[config.mk]
export PLATFORM = sky130hd
export DESIGN_NAME = pipe_skid_reg
export DESIGN_NICKNAME = d
export VERILOG_FILES = /design/src/rtl/pipe_skid_reg.sv
export SDC_FILE = /design/constraint.sdc
export NUM_CORES = 1
export LEC_CHECK = 0
export ABC_AREA = 1
export BUFFER_PORTS_ARGS = -buffer_cell sky130_fd_sc_hd__buf_2
export CAP_MARGIN = 20
export CORE_ASPECT_RATIO = 1.1
export CORE_MARGIN = 3
export CORE_UTILIZATION = 52
export DETAILED_ROUTE_END_ITERATION = 16
export PLACE_DENSITY = 0.86
export SYNTH_ARGS = -nofsm -noshare
export SYNTH_HDL_FRONTEND = slang
export SYNTH_SLANG_ARGS = --single-unit
[constraint.sdc]
create_clock -name clk -period 3 [get_ports clk]
set_input_delay 0.9 -clock clk [delete_from_list [all_inputs] [get_ports clk]]
set_output_delay 0.9 -clock clk [all_outputs]
set_load 0.02 [all_outputs]
[src/rtl/pipe_skid_reg.sv]
// -----------------------------------------------------------------------------
// pipe_skid_reg
//   One-stage pipeline register for the decoded ID->EX bundle, with an
//   optional second (skid) entry so that in_ready can be registered and does
//   not depend combinationally on out_ready.
//
//   Build option:
//     PIPE_SKID_REG_SKID_EN  defined   -> two-entry skid buffer (EMPTY/ONE/FULL),
//                                         in_ready is a flop.
//                            undefined -> single register (EMPTY/ONE),
//                                         in_ready = !out_valid || out_ready.
//
//   Parameters:
//     WIDTH   payload width in bits
//     BUBBLE  payload shown on out_data when no valid entry (NOP encoding)
//     CNT_W   width of the saturating bubble counter
//
//   Ports:
//     clk         clock, all state changes on rising edge
//     rst         synchronous active-low reset
//     flush       drop held entries and any same-cycle input
//     in_valid    upstream offers in_data
//     in_ready    block accepts in_data this cycle
//     in_data     upstream payload
//     out_valid   out_data holds a valid entry
//     out_ready   downstream consumes out_data this cycle
//     out_data    head payload, or BUBBLE when out_valid=0
//     bubble_cnt  saturating count of cycles downstream was ready but got nothing
// -----------------------------------------------------------------------------
module pipe_skid_reg #(
   parameter int               WIDTH  = 96,
   parameter logic [WIDTH-1:0] BUBBLE = {WIDTH{1'b0}},
   parameter int               CNT_W  = 16
) (
   input  logic             clk,
   input  logic             rst,
   input  logic             flush,
   input  logic             in_valid,
   output logic             in_ready,
   input  logic [WIDTH-1:0] in_data,
   output logic             out_valid,
   input  logic             out_ready,
   output logic [WIDTH-1:0] out_data,
   output logic [CNT_W-1:0] bubble_cnt
);

`ifdef PIPE_SKID_REG_SKID_EN
   typedef enum logic [1:0] {
      ST_EMPTY = 2'd0,
      ST_ONE   = 2'd1,
      ST_FULL  = 2'd2
   } state_t;
`else
   typedef enum logic {
      ST_EMPTY = 1'b0,
      ST_ONE   = 1'b1
   } state_t;
`endif

   state_t           state_q, state_nxt;
   logic [WIDTH-1:0] main_q,  main_nxt;
   logic [CNT_W-1:0] bubble_cnt_q;
   logic             accept;
   logic             pop;

`ifdef PIPE_SKID_REG_SKID_EN
   logic [WIDTH-1:0] skid_q, skid_nxt;
   logic             in_ready_q;

   // in_ready is a flop loaded from the next state, so out_ready never
   // reaches in_ready through logic.
   assign in_ready = in_ready_q;
`else
   assign in_ready = !out_valid || out_ready;
`endif

   assign out_valid  = (state_q != ST_EMPTY);
   assign out_data   = out_valid ? main_q : BUBBLE;
   assign bubble_cnt = bubble_cnt_q;

   assign accept = in_valid  && in_ready;
   assign pop    = out_valid && out_ready;

   // ---------------------------------------------------------------------------
   // Next-state / next-data logic
   // ---------------------------------------------------------------------------
   always_comb begin
      // NOTE: every output of this block gets a default first so no path
      // leaves a value unassigned and no latch is inferred.
      state_nxt = state_q;
      main_nxt  = main_q;
`ifdef PIPE_SKID_REG_SKID_EN
      skid_nxt  = skid_q;
`endif

      case (state_q)
         ST_EMPTY: begin
            if (accept) begin
               state_nxt = ST_ONE;
               main_nxt  = in_data;
            end
         end

         ST_ONE: begin
            if (accept && pop) begin
               main_nxt = in_data;
`ifdef PIPE_SKID_REG_SKID_EN
            end else if (accept) begin
               // Head is stalled: park the new entry behind it.
               state_nxt = ST_FULL;
               skid_nxt  = in_data;
`else
            end else if (accept) begin
               // Unreachable here: in ONE, accept implies out_ready, hence pop.
               main_nxt = in_data;
`endif
            end else if (pop) begin
               state_nxt = ST_EMPTY;
            end
         end

`ifdef PIPE_SKID_REG_SKID_EN
         ST_FULL: begin
            if (pop) begin
               state_nxt = ST_ONE;
               main_nxt  = skid_q;
            end
         end
`endif

         default: state_nxt = ST_EMPTY;
      endcase

      // Mispredict: everything held or arriving this cycle is dropped.
      if (flush) begin
         state_nxt = ST_EMPTY;
      end
   end

   // ---------------------------------------------------------------------------
   // State and payload registers
   // ---------------------------------------------------------------------------
   always_ff @(posedge clk) begin
      // NOTE: sequential state uses non-blocking assignments so every flop
      // samples pre-edge values regardless of statement order.
      if (!rst) begin
         state_q <= ST_EMPTY;
         // NOTE: the two payload registers are ordinary flops, not a RAM, so
         // they are reset to BUBBLE and never hold X after reset.
         main_q  <= BUBBLE;
`ifdef PIPE_SKID_REG_SKID_EN
         skid_q     <= BUBBLE;
         in_ready_q <= 1'b1;
`endif
      end else begin
         state_q <= state_nxt;
         main_q  <= main_nxt;
`ifdef PIPE_SKID_REG_SKID_EN
         skid_q     <= skid_nxt;
         in_ready_q <= (state_nxt != ST_FULL);
`endif
      end
   end

   // ---------------------------------------------------------------------------
   // Bubble counter: downstream was ready but nothing was offered.
   // Saturates at all-ones; flush deliberately does not clear it.
   // ---------------------------------------------------------------------------
   always_ff @(posedge clk) begin
      if (!rst) begin
         bubble_cnt_q <= '0;
      end else if (out_ready && !out_valid && (bubble_cnt_q != {CNT_W{1'b1}})) begin
         bubble_cnt_q <= bubble_cnt_q + CNT_W'(1);
      end
   end

endmodule
======== After elaboration in Yosys (flattened, before gate mapping) ========
Index checks and enable logic that the tools add are counted.
word-level totals
  input port bits ......................... 101
  register bits after elaboration ......... 113
  output and inout port bits .............. 114
operators by class
  add/sub/neg operators ................... 1
  reduce and logical (&&, ||, !) cells .... 8
  muxes and demuxes ....................... 9
  bitwise operators ....................... 2
  equal/unequal tests ..................... 1
operators with widths
  operator                                       number
  two-way mux 96 bit                             3
  one-hot mux 96 bit (2 select lines)            1
  adder 16 x 1 -> 16 bit, second input constant  1
  inequality test 16 bit, second input constant  1
  logical AND 1 bit                              5
  two-way mux 1 bit                              4
  NOT 1 bit                                      2
  one-hot mux 1 bit (2 select lines)             1
  OR reduction 2 bit                             1
  logical NOT 1 bit                              1
  logical OR 1 bit                               1

======== Longest topological paths before layout ========
Gate-level depths: netlist (run 1).
  depth in word-level cells ............... 6
  mapped depth ............................ 9

======== Worst setup path after synthesis (run 1) ========
OpenSTA, ideal clock, no wires.
  path type ............................... register -> output
  start point ............................. register state_q (netlist: out_valid)
  end point ............................... output out_data[65]
  slack ................................... 933 ps
  arrival time ............................ 1,167 ps
  cell stages (with the launch flop) ...... 6
  cells stage by stage .................... dfxtp_1 buf_4 buf_2 buf_2 nand2_1 inv_1
between the ends
  longest elaborated chain between the ends .. 1
ends and longest elaborated chain
  item                      RTL line  text
  start: declaration        60        state_t state_q, state_nxt;
  start signal: assignment  156       state_q <= state_nxt;
  two-way mux 96 bit        78        assign out_data = out_valid ? main_q : BUBBLE;
  end: declaration          43        output logic [WIDTH-1:0] out_data,
No other way between the ends.

======== Final worst setup path (run 1) ========
  start point ............................. register state_q (netlist: out_valid)
  end point ............................... output out_data[73]
The elaborated chain is that of the path after synthesis.

==> results of run 1 <==
-- layer usage --
metal | GRT usage | wire (um) | up-vias | part of all wire
li1 | - | - | 2731 | -
met2 | 0.400 | 6320 | 176 | 0.49
met4 | 0.106 | 339 | 4 | 0.026
met5 | 0 | 14 | - | 0.0011
met3 | 0.0787 | 1060 | 31 | 0.082
met1 | 0.261 | 5180 | 2259 | 0.40
-- report_power, final --
| group | switching [mW] | internal, mW |
|---|---|---|
| registers | 0.0561 | 1.60 |
| clock network | 0.735 | 1.21 |
| logic | 0.228 | 0.153 |
-- worst reg2reg max path, delay by kind of cell, from the launching register on --
family / cells / cell delay [ns]
AO/OA/AOI/OAI: 1 / 0.27
buffers and inverters: 1 / 0.64
flip-flops: 1 / 0.68
AND/OR/NAND/NOR: 3 / 0.37
-- layout make-up --
| cell class | instances | area, sq um |
|---|---|---|
| Tap cell | 117 | 146 |
| Fill cell | 838 | 2670 |
| Timing Repair Buffer | 220 | 1170 |
| Inverter | 116 | 435 |
| Sequential cell | 113 | 2270 |
| Multi-Input combinational cell | 505 | 2130 |
| Clock inverter | 14 | 158 |
| Clock buffer | 18 | 428 |
-- cells in the mapped netlist --
cell type / n
sky130_fd_sc_hd__o21ai_1: 6
sky130_fd_sc_hd__nor2_1: 230
sky130_fd_sc_hd__and2_1: 1
sky130_fd_sc_hd__ha_1: 1
sky130_fd_sc_hd__nor2_2: 2
sky130_fd_sc_hd__o21ai_0: 92
sky130_fd_sc_hd__buf_6: 3
sky130_fd_sc_hd__nor2_4: 2
sky130_fd_sc_hd__nand3b_1: 1
sky130_fd_sc_hd__inv_2: 3
sky130_fd_sc_hd__buf_1: 1
sky130_fd_sc_hd__nand2_1: 129
sky130_fd_sc_hd__nand2_4: 1
sky130_fd_sc_hd__nand4_1: 4
sky130_fd_sc_hd__inv_1: 113
sky130_fd_sc_hd__dfxtp_1: 113
sky130_fd_sc_hd__nor3_1: 1
sky130_fd_sc_hd__buf_2: 14
sky130_fd_sc_hd__nand2_2: 4
sky130_fd_sc_hd__clkbuf_1: 21
sky130_fd_sc_hd__a21oi_1: 12
sky130_fd_sc_hd__nand3_2: 1
sky130_fd_sc_hd__nor3b_1: 1
sky130_fd_sc_hd__buf_4: 6
sky130_fd_sc_hd__nand3_1: 17
-- logic make-up after synthesis --
family          count (synthesis)
simple gates                  394
buf+inv                       161
flops                         113
compound gates                110
fa+ha+maj                       1
-- cells in the final DEF (no fill, tap or decap), drive strengths merged --
master and instances:
nand4 4, nor2 234, ha 1, dfxtp 113
inv 119, a21oi 12, nand3b 1, o21ai 98
nand2 134, bufinv 2, clkbuf 18, nor3b 1
clkinv 4, buf 220, nor3 1, clkinvlp 5
and2 1, nand3 18
-- stage by stage --
| stage | cell area, sq um | instances |
|---|---|---|
| 2_1_floorplan | 5060 | 779 |
| 3_3_place_gp | 6140 | 1071 |
| 3_5_place_dp | 6140 | 1071 |
| 4_1_cts | 6730 | 1103 |
| 5_1_grt | 6730 | 1103 |
| 6_report | 6730 | 1103 |
-- path summary, 6_finish.rpt --
check             from           end  slack, ns  depth (start not counted)
max          out_valid  out_data[73]       0.25                          4
min          flip-flop     flip-flop       0.48                          2
max reg2reg  out_valid     flip-flop       0.98                          5
min reg2reg  flip-flop     flip-flop       0.48                          2
==> tab_implementation.tex, run 1 <==
\begin{tabular}{lr}
\hline
Metric & Value \\
\hline
\multicolumn{2}{l}{\textbf{Yosys}} \\
Cell count after synthesis & 779 \\
Adder and majority gate portion of the synthesized area & 0.00247 \\
Post-synthesis compound-gate area fraction & 0.109 \\
Yosys warnings & 0 \\
Sequential-to-total area share from yosys stat & 0.447 \\
Largest family of logic cells by synthesized area & simple AND/OR/NAND/NOR gates \\
Leading post-synthesis cells by cell area & sky130\_fd\_sc\_hd\_\_dfxtp\_1 45\%, sky130\_fd\_sc\_hd\_\_nor2\_1 17\%, sky130\_fd\_sc\_hd\_\_nand2\_1 9.6\%, sky130\_fd\_sc\_hd\_\_o21ai\_0 9.1\%, sky130\_fd\_sc\_hd\_\_inv\_1 8.4\% \\
Cell area after technology mapping & 5060 sq um \\
Synth area leader & sky130\_fd\_sc\_hd\_\_dfxtp\_1 \\
Fraction of synthesized cell area taken by the top area cell type & 0.447 \\
Fraction of the mapped netlist area in simple logic gates & 0.310 \\
Post-synthesis cell type count & 25 \\
Post-synthesis sequential element count & 113 \\
Xor/xnor share of the synthesized area & 0 \\
Mux share of post-synthesis cell area & 0 \\
Mean instance size in the synthesized netlist & 6.49 sq um \\
Synth Net Count & 881 \\
\multicolumn{2}{l}{\textbf{Clock tree}} \\
Cts-stage hold buffer count & 0 \\
Buffers inserted during post-CTS setup optimization & 0 \\
Clock buffers created by TritonCTS & 17 \\
\# resized after CTS & 0 \\
Root Buffer Master & sky130\_fd\_sc\_hd\_\_clkbuf\_8 \\
Reg clk slew, reported paths & 0.05 ns \\
TritonCTS clock tree & built \\
Number of H-tree levels & 4 \\
Maximum clock insertion buffer count & 2 \\
Clock latency on the worst-skew pair & 0.50 ns \\
\# clock sinks & 113 \\
\multicolumn{2}{l}{\textbf{Run status}} \\
Status & complete, no violations \\
\multicolumn{2}{l}{\textbf{GRT}} \\
Pin count of the biggest net entering global routing & 97 \\
Via count of the first global-routing pass & 4730 \\
Initial antenna violation count & 2 \\
Gr ovfl total & 0 \\
First-pass GRT wire length & 20.6 mm \\
Global Route Usage Sum & 0.233 \\
\multicolumn{2}{l}{\textbf{Timing}} \\
Number of pins exceeding their max-slew limit in the final report & 0 \\
Final hold slack & 0.481 ns \\
Relative max-transition margin & 0.441 \\
Aggregate negative setup slack & 0 ns \\
Unrepaired setup endpoints after global routing & false \\
Final worst clock skew & 0.00704 ns \\
Min setup slack post-route & 0.255 ns \\
Final critical path time including I/O delays and setup & 2.75 ns \\
Final setup violation count & 0 \\
Max Freq & 364 MHz \\
Slew at the pin closest to its max-slew limit & 0.838 ns \\
Tcrit/Tclk final & 0.915 \\
Final number of hold-violating endpoints & 0 \\
\multicolumn{2}{l}{\textbf{Routing}} \\
Antenna Nets Post-Route & 0 \\
Detailed-route wire length & 12.9 mm \\
Initial drt markers & 276 \\
Count of unresolved DRC violations after routing & 0 \\
Vias & 5201 \\
Drt pass-1 iters & 4 \\
Number of vias per cell after detailed routing & 4.72 \\
Detailed-route wire length per cell & 11.7 um \\
\multicolumn{2}{l}{\textbf{Worst setup path}} \\
Cell family with the largest share of critical-path delay & flip-flops \\
CP Cell Sequence & buf\_12, nand2\_1, inv\_1, buf\_2 \\
Arrival time at the worst endpoint & 1.85 ns \\
Classification of the worst setup path & reg2out \\
Startpoint class of the critical path & flip-flop \\
Nature of the critical path endpoint & output port \\
Slowest stage cell, crit path & sky130\_fd\_sc\_hd\_\_dfxtp\_4 \\
Worst Path Max Fanout & 55 \\
Buffers and inverters on the worst path & 3 \\
CP Data Required Time & 2.10 ns \\
Highest cell delay on the worst timing path & 0.68 ns \\
\multicolumn{2}{l}{\textbf{Place}} \\
Final weighted congestion in routability-driven placement & 0.856 \\
Half-perimeter wire length after detailed placement & 8.74 mm \\
Input/output buffers & 214 \\
Worst slack, placed & 0.706 ns \\
\multicolumn{2}{l}{\textbf{Floorplan}} \\
Std-Cell Rows & 37 \\
Standard cell core area & 9400 sq um \\
Height of the die & 109 um \\
Starting density of the core & 0.538 \\
Boundary pin count & 215 \\
Width of the die & 100 um \\
Area of the die & 10900 sq um \\
\multicolumn{2}{l}{\textbf{Finish}} \\
Post-layout util & 0.716 \\
Share of post-route cells with drive strength above 1 & 0.270 \\
\# diodes & 0 \\
Number of nets in the finished design & 1075 \\
Area Overhead vs Synth & 33.0\% \\
\multicolumn{2}{l}{\textbf{Worst hold path}} \\
Kind of path behind the tightest hold check & reg2reg \\
\multicolumn{2}{l}{\textbf{Power and ir drop}} \\
Leak Pwr & 4.09 nW \\
Pwr Total & 3.99 mW \\
Power density cells & 593 nW/um\^{}2 \\
Largest voltage drop on the vdd net & 0.365 mV \\
\multicolumn{2}{l}{\textbf{Job}} \\
Count of max-cap constraint violations & 0 \\
\hline
\end{tabular}
Power figures use the tool's default switching activity.
==> run 2: changes to the inputs <==
- RECOVER_POWER: default -> 25
==> run 2 against run 1 <==
Compared with the run above: the flow now finishes with violations (capacitance limit, slew limit); hold slack hardly changed; highest routed layer unchanged; worst setup slack better by 0.0059 ns; count of clock-buffer cells in the layout unchanged; utilization shrank 0.65 points; non-clock buffer count stayed put; design area down 0.91%; combinational power down 2%; critical endpoint unchanged; sequential power barely moved; maximum frequency is 0.22% higher; power is 0.25% lower.
==> tab_implementation.tex, run 2 (synthesis gave the netlist of run 1 again) <==
\begin{tabular}{lr}
\hline
Metric & Value \\
\hline
\multicolumn{2}{l}{\textbf{Run status}} \\
Status & complete, but fails checks \\
Failing checks & capacitance limit, slew limit \\
\multicolumn{2}{l}{\textbf{Clock tree}} \\
TritonCTS clock tree & built \\
Clock latency on the worst-skew pair & 0.50 ns (about the same) \\
Cts-stage hold buffer count & 0 (unchanged) \\
Root Buffer Master & sky130\_fd\_sc\_hd\_\_clkbuf\_8 \\
Clock buffers created by TritonCTS & 17 (unchanged) \\
\# resized after CTS & 0 (unchanged) \\
\# clock sinks & 113 (unchanged) \\
Buffers inserted during post-CTS setup optimization & 0 (unchanged) \\
Maximum clock insertion buffer count & 2 (unchanged) \\
Reg clk slew, reported paths & 0.05 ns (about the same) \\
Number of H-tree levels & 4 (unchanged) \\
\multicolumn{2}{l}{\textbf{Worst hold path}} \\
Kind of path behind the tightest hold check & reg2reg \\
\multicolumn{2}{l}{\textbf{Worst setup path}} \\
Highest cell delay on the worst timing path & 0.67 ns (about the same) \\
CP Data Required Time & 2.10 ns (about the same) \\
CP Cell Sequence & buf\_12, nand2\_1, inv\_1, buf\_2 \\
Buffers and inverters on the worst path & 3 (unchanged) \\
Worst Path Max Fanout & 55 (unchanged) \\
Classification of the worst setup path & reg2out \\
Startpoint class of the critical path & flip-flop \\
Slowest stage cell, crit path & sky130\_fd\_sc\_hd\_\_dfxtp\_4 \\
Nature of the critical path endpoint & output port \\
Cell family with the largest share of critical-path delay & flip-flops \\
Arrival time at the worst endpoint & 1.84 ns (about the same) \\
\multicolumn{2}{l}{\textbf{Timing}} \\
Aggregate negative setup slack & 0 ns (unchanged) \\
Final worst clock skew & 0.00689 ns (-0.000151 ns) \\
Final hold slack & 0.481 ns (+0.000209 ns) \\
Slew at the pin closest to its max-slew limit & 1.60 ns (+0.765 ns) \\
Final number of hold-violating endpoints & 0 (unchanged) \\
Final setup violation count & 0 (unchanged) \\
Final critical path time including I/O delays and setup & 2.74 ns (-0.00590 ns) \\
Tcrit/Tclk final & 0.913 (-0.00197) \\
Unrepaired setup endpoints after global routing & false \\
Max Freq & 365 MHz (+0.22\%) \\
Relative max-transition margin & -0.0690 (-0.510) \\
Number of pins exceeding their max-slew limit in the final report & 97 (+97) \\
\multicolumn{2}{l}{\textbf{Routing}} \\
Antenna Nets Post-Route & 0 (unchanged) \\
Drt pass-1 iters & 4 (unchanged) \\
Detailed-route wire length per cell & 11.7 um (-0.19\%) \\
Count of unresolved DRC violations after routing & 0 (unchanged) \\
Vias & 5206 (+0.096\%) \\
Initial drt markers & 273 (-1.1\%) \\
Detailed-route wire length & 12.9 mm (-0.19\%) \\
Number of vias per cell after detailed routing & 4.72 (about the same) \\
\multicolumn{2}{l}{\textbf{Finish}} \\
Multi-input gate area & 2120 sq um (-0.35\%) \\
Post-layout util & 0.709 (-0.00652) \\
Fillcell total & 848 (+1.2\%) \\
Share of post-route cells with drive strength above 1 & 0.252 (-0.0183) \\
Leading cell type in the layout, fill and taps excluded & sky130\_fd\_sc\_hd\_\_nor2\_1 \\
Number of nets in the finished design & 1075 (unchanged) \\
Area taken by flip-flops and latches & 2270 sq um (unchanged) \\
Commonest non-fill, non-tap cells in the layout & 230 x sky130\_fd\_sc\_hd\_\_nor2\_1, 197 x sky130\_fd\_sc\_hd\_\_buf\_2, 130 x sky130\_fd\_sc\_hd\_\_nand2\_1 \\
Area Overhead vs Synth & 31.8\% \\
\# diodes & 0 (unchanged) \\
\multicolumn{2}{l}{\textbf{Place}} \\
Final weighted congestion in routability-driven placement & 0.856 (unchanged) \\
Half-perimeter wire length after detailed placement & 8.74 mm (unchanged) \\
Input/output buffers & 214 (unchanged) \\
\multicolumn{2}{l}{\textbf{Floorplan}} \\
Std-Cell Rows & 37 (unchanged) \\
Boundary pin count & 215 (unchanged) \\
Area of the die & 10900 sq um (unchanged) \\
Height of the die & 109 um (unchanged) \\
Standard cell core area & 9400 sq um (unchanged) \\
Width of the die & 100 um (unchanged) \\
Starting density of the core & 0.538 (unchanged) \\
\multicolumn{2}{l}{\textbf{Power and ir drop}} \\
Fraction of power consumed by the clock network & 0.489 (about the same) \\
Fraction of power consumed by combinational cells & 0.094 (about the same) \\
Proportion of power drawn by flip-flops and latches & 0.417 (about the same) \\
Power density cells & 597 nW/um\^{}2 (+0.66\%) \\
Leak Pwr & 4.00 nW (-2.1\%) \\
Largest voltage drop on the vdd net & 0.365 mV (about the same) \\
Cell-internal power & 2.96 mW (-0.19\%) \\
Pwr Total & 3.98 mW (-0.25\%) \\
P\_sw & 1.01 mW (-0.45\%) \\
Switching portion of total power & 0.255 (-0.000506) \\
\multicolumn{2}{l}{\textbf{GRT}} \\
Via count of the first global-routing pass & 4730 (unchanged) \\
Gr ovfl total & 0 (unchanged) \\
Pin count of the biggest net entering global routing & 97 (unchanged) \\
Initial antenna violation count & 2 (unchanged) \\
Global Route Usage Sum & 0.233 (unchanged) \\
First-pass GRT wire length & 20.6 mm (unchanged) \\
\multicolumn{2}{l}{\textbf{Job}} \\
Count of max-cap constraint violations & 1 (+1) \\
\hline
\end{tabular}
==> run 2: cell types whose count changed in the layout (fill, tap and decap cells not counted), sizes merged <==
cell	delta
clkbuf	+20
buf	-20
==> run 2: worst register-to-register path, cell delays in order (launching register included) <==
cell	delay, ns
sky130_fd_sc_hd__dfxtp_4	0.67
sky130_fd_sc_hd__nand2_2	0.13
sky130_fd_sc_hd__nand2_1	0.11
sky130_fd_sc_hd__clkbuf_2	1.13
sky130_fd_sc_hd__o21ai_0	0.36
sky130_fd_sc_hd__nor2_1	0.14
==> run 2: worst paths after layout <==
kind / startpoint / end / cells after the start / slack [ns]
max: out_valid / out_data[73] / 4 / 0.26
min: flip-flop / flip-flop / 2 / 0.48
max reg2reg: out_valid / flip-flop / 5 / 0.40
min reg2reg: flip-flop / flip-flop / 2 / 0.48
==> run 2: power groups by stage <==
stage / clock network, mW / logic [mW] / registers [mW]
2_1_floorplan: 0 / 0.254 / 1.68
3_3_place_gp: 0 / 0.375 / 1.69
3_5_place_dp: 0 / 0.381 / 1.69
4_1_cts: 1.98 / 0.383 / 1.66
5_1_grt: 2.06 / 0.428 / 1.67
6_report: 1.95 / 0.373 / 1.66
==> run 2: routing by layer <==
layer | global-route usage | wire, um
met5 | 0 | 14
met4 | 0.106 | 319
met3 | 0.0787 | 1100
met2 | 0.400 | 6310
met1 | 0.261 | 5150
==> run 2: area by class of cell <==
class,count,share of cell area
clock buffer,18,0.0642
clock inverter,14,0.0236
inverter,116,0.0653
multi-input combinational,505,0.318
sequential,113,0.340
tap,117,0.0220
timing repair buffer,220,0.167
==> run 2: metrics by stage <==
stage	worst slack, ns	instances	cell area [sq um]
after floorplan	0.933	779	5060
after global placement	0.732	1071	6140
after detailed placement	0.706	1071	6140
after CTS	0.223	1103	6730
after global routing	0.0831	1103	6670
final	0.260	1103	6670
